[src/rtl/seq_alu.sv]
// Sequential ALU: single-cycle AND/OR/ADD/SUB, bit-serial shifts and shift-and-add multiply.
// valid/ready on both sides; the result is held in DONE until the consumer takes it.
module seq_alu #(
   parameter int WIDTH = 64,
   parameter int SHW   = 6
) (
   input  logic             clk,
   input  logic             reset,
   input  logic             in_valid,
   output logic             in_ready,
   input  logic [3:0]       Operation,
   input  logic [WIDTH-1:0] a,
   input  logic [WIDTH-1:0] b,
   output logic             out_valid,
   input  logic             out_ready,
   output logic [WIDTH-1:0] result,
   output logic             zero,
   output logic             illegal
);

   localparam logic [1:0] ST_IDLE  = 2'd0;
   localparam logic [1:0] ST_SHIFT = 2'd1;
   localparam logic [1:0] ST_MUL   = 2'd2;
   localparam logic [1:0] ST_DONE  = 2'd3;

   localparam logic [3:0] OP_AND = 4'b0000;
   localparam logic [3:0] OP_OR  = 4'b0001;
   localparam logic [3:0] OP_ADD = 4'b0010;
   localparam logic [3:0] OP_SUB = 4'b0110;
   localparam logic [3:0] OP_SLL = 4'b0011;
   localparam logic [3:0] OP_SRL = 4'b0100;
   localparam logic [3:0] OP_SRA = 4'b0101;
   localparam logic [3:0] OP_MUL = 4'b1000;

   // One extra counter bit so a full WIDTH-iteration multiply fits.
   localparam logic [SHW:0] CNT_ONE = (SHW+1)'(1);
   localparam logic [SHW:0] CNT_MUL = (SHW+1)'(WIDTH);

   logic [1:0]       state_q, state_d;
   logic [3:0]       op_q, op_d;
   logic [WIDTH-1:0] res_q, res_d;
   logic [WIDTH-1:0] mcand_q, mcand_d;
   logic [WIDTH-1:0] mplier_q, mplier_d;
   logic [SHW:0]     cnt_q, cnt_d;
   logic             ill_q, ill_d;
   logic [SHW-1:0]   shamt;

   assign shamt     = b[SHW-1:0];
   assign in_ready  = (state_q == ST_IDLE);
   assign out_valid = (state_q == ST_DONE);
   assign result    = res_q;
   assign zero      = (res_q == '0);
   assign illegal   = ill_q;

   always_comb begin
      state_d  = state_q;
      op_d     = op_q;
      res_d    = res_q;
      mcand_d  = mcand_q;
      mplier_d = mplier_q;
      cnt_d    = cnt_q;
      ill_d    = ill_q;
      case (state_q)
         ST_IDLE: begin
            if (in_valid) begin
               op_d    = Operation;
               ill_d   = 1'b0;
               state_d = ST_DONE;
               case (Operation)
                  OP_AND: res_d = a & b;
                  OP_OR:  res_d = a | b;
                  OP_ADD: res_d = a + b;
                  OP_SUB: res_d = a - b;
                  OP_SLL, OP_SRL, OP_SRA: begin
                     res_d = a;
                     cnt_d = {1'b0, shamt};
                     if (shamt != '0) state_d = ST_SHIFT;
                  end
                  OP_MUL: begin
                     res_d    = '0;
                     mcand_d  = a;
                     mplier_d = b;
                     cnt_d    = CNT_MUL;
                     state_d  = ST_MUL;
                  end
                  default: begin
                     res_d = '0;
                     ill_d = 1'b1;
                  end
               endcase
            end
         end
         ST_SHIFT: begin
            case (op_q)
               OP_SLL:  res_d = res_q << 1;
               OP_SRL:  res_d = res_q >> 1;
               default: res_d = {res_q[WIDTH-1], res_q[WIDTH-1:1]};
            endcase
            cnt_d = cnt_q - CNT_ONE;
            if (cnt_q == CNT_ONE) state_d = ST_DONE;
         end
         ST_MUL: begin
            if (mplier_q[0]) res_d = res_q + mcand_q;
            mcand_d  = mcand_q << 1;
            mplier_d = mplier_q >> 1;
            cnt_d    = cnt_q - CNT_ONE;
            if (cnt_q == CNT_ONE) state_d = ST_DONE;
         end
         default: begin
            if (out_ready) state_d = ST_IDLE;
         end
      endcase
   end

   always_ff @(posedge clk or posedge reset) begin
      if (reset) begin
         state_q  <= ST_IDLE;
         op_q     <= '0;
         res_q    <= '0;
         mcand_q  <= '0;
         mplier_q <= '0;
         cnt_q    <= '0;
         ill_q    <= 1'b0;
      end else begin
         state_q  <= state_d;
         op_q     <= op_d;
         res_q    <= res_d;
         mcand_q  <= mcand_d;
         mplier_q <= mplier_d;
         cnt_q    <= cnt_d;
         ill_q    <= ill_d;
      end
   end

endmodule

[config.mk]
export PLATFORM = sky130hd
export DESIGN_NAME = seq_alu
export DESIGN_NICKNAME = d
export VERILOG_FILES = /design/src/rtl/seq_alu.sv
export SDC_FILE = /design/constraint.sdc
export NUM_CORES = 1
export LEC_CHECK = 0
export BUFFER_PORTS_ARGS = -buffer_cell sky130_fd_sc_hd__buf_2
export CORE_MARGIN = 3
export CORE_UTILIZATION = 38
export CTS_CLUSTER_DIAMETER = 50
export DETAILED_ROUTE_END_ITERATION = 10
export HOLD_SLACK_MARGIN = 0.02
export PLACE_DENSITY_LB_ADDON = 0.15
export SLEW_MARGIN = 20
export SYNTH_ARGS = -nofsm -noshare
export SYNTH_HDL_FRONTEND = slang
export SYNTH_SLANG_ARGS = --single-unit
[constraint.sdc]
create_clock -name clk -period 15.2 [get_ports clk]
set_input_delay 1.52 -clock clk [delete_from_list [all_inputs] [get_ports clk]]
set_output_delay 1.52 -clock clk [all_outputs]
set_load 0.05 [all_outputs]
======== Word-level counts from Yosys, hierarchy flattened ========
Index checks and enable logic that the tools add are counted.
cells by class
  add/subtract/negate cells ............... 4
  equality and inequality tests ........... 19
  mux-type cells .......................... 21
  bitwise operators ....................... 2
  reductions and logical operators ........ 17
operators with widths
  cell                                                    count
  two-way mux 64 bit                                      6
  case mux 64 bit (2 select lines)                        3
  case mux 64 bit (5 select lines)                        1
  case mux 64 bit (3 select lines)                        1
  adder 64 bit                                            2
  bitwise AND 64 bit                                      1
  logical NOT 64 bit                                      1
  OR 64 bit                                               1
  subtractor 64 bit                                       1
  case mux 7 bit (2 select lines)                         2
  == test 4 x 3 -> 1 bit (second input constant)          4
  == test 4 x 2 -> 1 bit (second input constant)          3
  AND reduction 3 bit                                     4
  two-way mux 2 bit                                       4
  case mux 2 bit (2 select lines)                         2
  OR reduction 8 bit                                      1
  == test 7 x 1 -> 1 bit (second input constant)          1
  two-way mux 7 bit                                       1
  subtractor 7 x 1 -> 7 bit (second input constant)       1
  inequality test 3 x 1 -> 1 bit (second input constant)  2
  nonzero test 3 bit                                      2
  nonzero test 6 bit                                      1
  == test 2 bit (second input constant)                   2
  == test 4 x 1 -> 1 bit (second input constant)          1
  other kinds (12)                                        15
storage, ports and cells
  register bits ........................... 206
  input port bits ......................... 136
  output and inout bits ................... 68
  word-level logic and storage cells ...... 71

======== Longest topological paths before layout ========
  depth in word-level cells ............... 5
  depth in mapped cells ................... 21
  gate-level depth less buffers ........... 20

======== Least setup slack after synthesis ========
Ideal clock, no wire load.
  path type ............................... input-to-reg
  start ................................... input b[2]
  end ..................................... register res_q[56], in the netlist result[56]
  setup time .............................. 0.066 ns
  arrival time ............................ 6.337 ns
  data required time ...................... 15.134 ns
  slack ................................... 8.797 ns
  stages on the path ...................... 20
  path buffers ............................ 2
  cell sequence ........................... clkbuf_1 > or3_1 > or4_1 > or3_1 > nor4_1 > and2b_1 > nor2_1 > xnor2_1 > ha_1 > clkbuf_1 > nand2_1 > or3_1 > or4_1 > o32ai_1 > o21ai_1 > o31ai_2 > a31oi_1 > o21ai_0 > mux2i_1 > o22a_1
between the ends
  longest elaborated chain between the ends .. 4
  elaborated cells between the ends (all ways) .. 5
  those cells by class .................... add/sub (2); mux (3)
ends and longest elaborated chain
  item                                                      line    source
  start: declaration                                        13      input logic [WIDTH-1:0] b,
  subtractor 64 bit / adder 64 bit (equally long branches)  73, 72
  case mux 64 bit (5 select lines) (*)                      69      case (Operation)
  two-way mux 64 bit (*)                                    65      if (in_valid) begin
  case mux 64 bit (3 select lines) (*)                      63      case (state_q)
  end signal: assignment                                    127     res_q <= res_d;
  end: declaration                                          41      logic [WIDTH-1:0] res_q, res_d;
Mark *: on every way between the ends. The rest lies on a longest branch, timed or not. The select of a mux whose other input is x is not followed.
A chain may end at the register's enable or synchronous reset.

======== Final worst setup path ========
  start ................................... input Operation[0]
  end ..................................... register res_q[62], in the netlist result[62]
between the ends
  longest elaborated chain between the ends .. 5
  elaborated cells between the ends (all ways) .. 11
  those cells by class .................... eq/ne (6); mux (3); reduce/logical (2)
ends and longest elaborated chain
  item                                                                     line  source
  start: declaration                                                       11    input logic [3:0] Operation,
  == test 4 x 2 -> 1 bit / == test 4 x 3 -> 1 bit (equally long branches)  69
  OR reduction 3 bit                                                       69
  case mux 64 bit (5 select lines) (*)                                     69
  two-way mux 64 bit (*)                                                   65
  case mux 64 bit (3 select lines) (*)                                     63
Marked as above.

==> qor_table.md <==
| Item | This run | Unit |
|---|---|---|
| Count of buffers from port buffering | 203 | - |
| CTS clock-pin slew for the worst setup and hold paths | 0.05 | ns |
| GR Util All Layers | 29.10 | % |
| Residual DRC count | 0 | - |
| Fraction of final layout cells with drive strength greater than 1 | 11.71 | % |
| Transition at the pin with the smallest max-transition slack | 1.034 | ns |
| Post-synthesis instance total | 2,782 | - |
| Area share of the largest cell type after synthesis | 24.12 | % |
| Count of routing violations after the opening detailed-route iteration | 2,777 | - |
| Post-Route Setup TNS | 0 | ns |
| RSZ-0062 raised after global routing | false | - |
| First-pass iteration count of the detailed router | 7 | - |
| Hold path start | mplier_q[18] | - |
| Hold buffer count at cts | 0 | - |
| Max capacitance violation total | 0 | - |
| Number of clock buffers inserted by TritonCTS | 39 | - |
| Routed vias | 22,403 | - |
| Relative area change from synthesis to final layout | 13.47 | % |
| Hold Path End | mplier_q[18] | - |
| WL per Instance | 24.43 | um |
| Peak VDD IR | 0.0001767 | V |
| Critical Path Sink Type | register | - |
| Slew Viols, Final | 0 | - |
| Most used flip-flop cell after synthesis | dfrtp_1 | - |
| Cell variety after synth | 86 | - |
| Routed vias/inst | 6.143 | - |
| R2R Setup Slk | 10.57 | ns |
| Sequential share of the synthesized area | 24.12 | % |
| Vert. Die Dim | 243.2 | um |
| Post-route fraction of the period consumed by the critical path | 48.96 | % |
| WL final | 89,090 | um |
| CTS resizes | 0 | - |
| Maximum number of pins on one net before global-route repair | 133 | - |
| Power density of the placed cells | 222.3 | nW/um2 |
| Largest fanout on the critical path | 71 | - |
| Final estimated routing congestion in global placement | 1.014 | - |
| Die width | 243.2 | um |
| Post-Syn Area per Cell | 7.682 | um2 |
| Flop and latch count out of synthesis | 206 | - |
| Total I/O pin count | 204 | - |
| CTS sink cnt | 206 | - |
| CP arrival | 7.85 | ns |
| Post-route core utilization | 43.76 | % |
| Status | complete, no violations | - |
| Worst skew pair latency | 0.57 | ns |
| Count leader, synth | nand2_1 | - |
| Count of cells along the worst register-to-register path | 11 | - |
| Post-CTS setup buffer count | 0 | - |
| Overall overflow remaining after global route | 0 | - |
| Number of setup violations in the final report | 0 | - |
| Cell accounting for the most synthesized area | dfrtp_1 | - |
| Terminus of the critical flop-to-flop path | result[55] | - |
| Via count of the first global-routing pass | 20,963 | - |
| Depth of the worst hold-timing path | 2 | - |
| Class of the most critical hold timing path | reg2reg | - |
| Initial core utilization | 38.57 | % |
| Post-synthesis net count | 3,055 | - |
| Crit Path Category | in2reg | - |
| WP data required | 15.61 | ns |
| Die area | 59,120 | um2 |
| Pre-CTS setup slack | 7.272 | ns |
| Setup crit start kind | primary input | - |
| F_max | 0.1344 | GHz |
| Half-perimeter wire length after detailed placement | 68,220 | um |
| Layout Skew | 0.01540 | ns |
| Number of antenna violations at the first check in global routing | 3 | - |
| Final critical path time including I/O delays and setup | 7.442 | ns |
| First-pass GRT wire length | 133,700 | um |
| Leak Pwr | 10.59 | nW |
| Post-synth ARST share | 100.0 | % |
| Number of failing hold endpoints at the final stage | 0 | - |
| NumNets Final | 3,136 | - |
| Area of the placeable core | 55,420 | um2 |
| Clock root buffer | clkbuf_16 | - |
| CTS tree | yes | - |
| Syn Std Cell Area | 21,370 | um2 |
| Worst Slack Setup Final | 7.758 | ns |
| Cell row count | 86 | - |
| Number of warnings reported in the yosys synthesis log | 0 | - |
| Slew HR | 30.88 | % |
| Number of enable flip-flop cells after synthesis | 0 | - |
| Clock Tree Buf Depth | 3 | - |
| Cell types with the highest counts after synthesis | nand2_1, o21ai_0, a21oi_1 | - |
| Number of levels the H-tree was split into | 2 | - |
| Remaining number of nets flagged by the antenna check after routing | 0 | - |
| Top cells by area, synth | dfrtp_1, nand2_1, ha_1 | - |
| Beginning of the worst register-to-register path | result[1] | - |
-- worst max-delay path: stages --
cell and delay (ns):
buf_2 0.09, buf_4 0.71, nor2_1 0.19, and2_2 0.25, buf_4 0.29, nand2_1 0.84
o21ai_0 0.28, xor2_1 0.22, ha_1 0.34, a21oi_1 0.37, inv_1 0.08, a2111oi_0 0.77
o21bai_1 0.27, a31oi_1 0.20, buf_4 0.19, o221ai_1 0.17, a221o_1 0.40, a221oi_1 0.32
mux2i_1 0.24, a21oi_1 0.09
-- area by class of cell --
class	instances	area (um2)
clock inverter	27	332.8
clock buffer	45	1040
tap	748	935.9
antenna	5	12.51
sequential	206	5155
fill	5605	31160
multi-input combinational	2323	15320
timing repair buffer	228	1207
inverter	65	251.5
-- metal layers --
layer	vias to the layer above	track usage (%)	wire, um
li1	10485	-	-
met1	10771	45.33	43480
met2	1037	40.38	35560
met3	110	6.407	8398
met4	0	6.151	1655
met5	-	0	0
-- stage by stage --
stage	area [um2]	instances	total power [W]	hold WS, ns
after CTS	24230	3642	0.005348	0.4824
after global placement	22860	3570	0.004346	0.4610
after floorplan	21370	2782	0.003411	0.4496
final	24250	3647	0.005391	0.4759
after detailed placement	22860	3570	0.004391	0.4706
after global routing	24240	3644	0.005759	0.5048
-- kinds of logic (layout without fill, tap and decap cells) --
group	after synthesis	after routing	share of synthesized area, %
AOI/OAI and AO/OA	928	928	27.86
and+or+nand+nor	883	883	18.72
buffers and inverters	253	365	4.484
DFF	206	206	24.12
adders and majority gates	200	200	11.04
muxes	161	161	7.582
xor gates and xnor gates	151	151	6.188
other	0	5	0
-- power by group --
part	total, W	internal (W)	switching [W]
Sequential	0.00116	0.000817	0.000340
Clock	0.000930	0.000587	0.000343
Combinational	0.00330	0.00112	0.00218
-- layout by cell type (no fill, tap or decap), types with 40 or more instances in the layout --
master     count
a21o_1        67
xnor2_1       94
nor3_1        49
clkbuf_16     40
inv_1         64
buf_2        203
xor2_1        57
nor2_1       139
o21ai_0      270
dfrtp_1      206
mux2i_1      154
ha_1         133
maj3_1        63
nand3_1       48
a31oi_1       43
nand2_1      462
a21oi_1      226
-- state kept, by name, summed over array words and instances (netlist names) --
signal and count:
mplier_q 64, mcand_q 64, op_q 4, result 64, state_q 2, illegal 1, cnt_q 7
-- worst max path at each step --
| stage | from | endpoint | slack [ns] | cells past startpoint |
|---|---|---|---|---|
| floorplan | reset | cnt_q[0] | 8.06 | 1 |
| global placement | Operation[0] | result[62] | 7.33 | 20 |
| detailed placement | Operation[0] | result[62] | 7.27 | 20 |
| CTS | Operation[0] | result[62] | 7.85 | 20 |
| global route | Operation[0] | result[62] | 7.30 | 20 |
| finish | Operation[0] | result[62] | 7.76 | 20 |
Note: power is estimated with default switching activity, not from simulation.
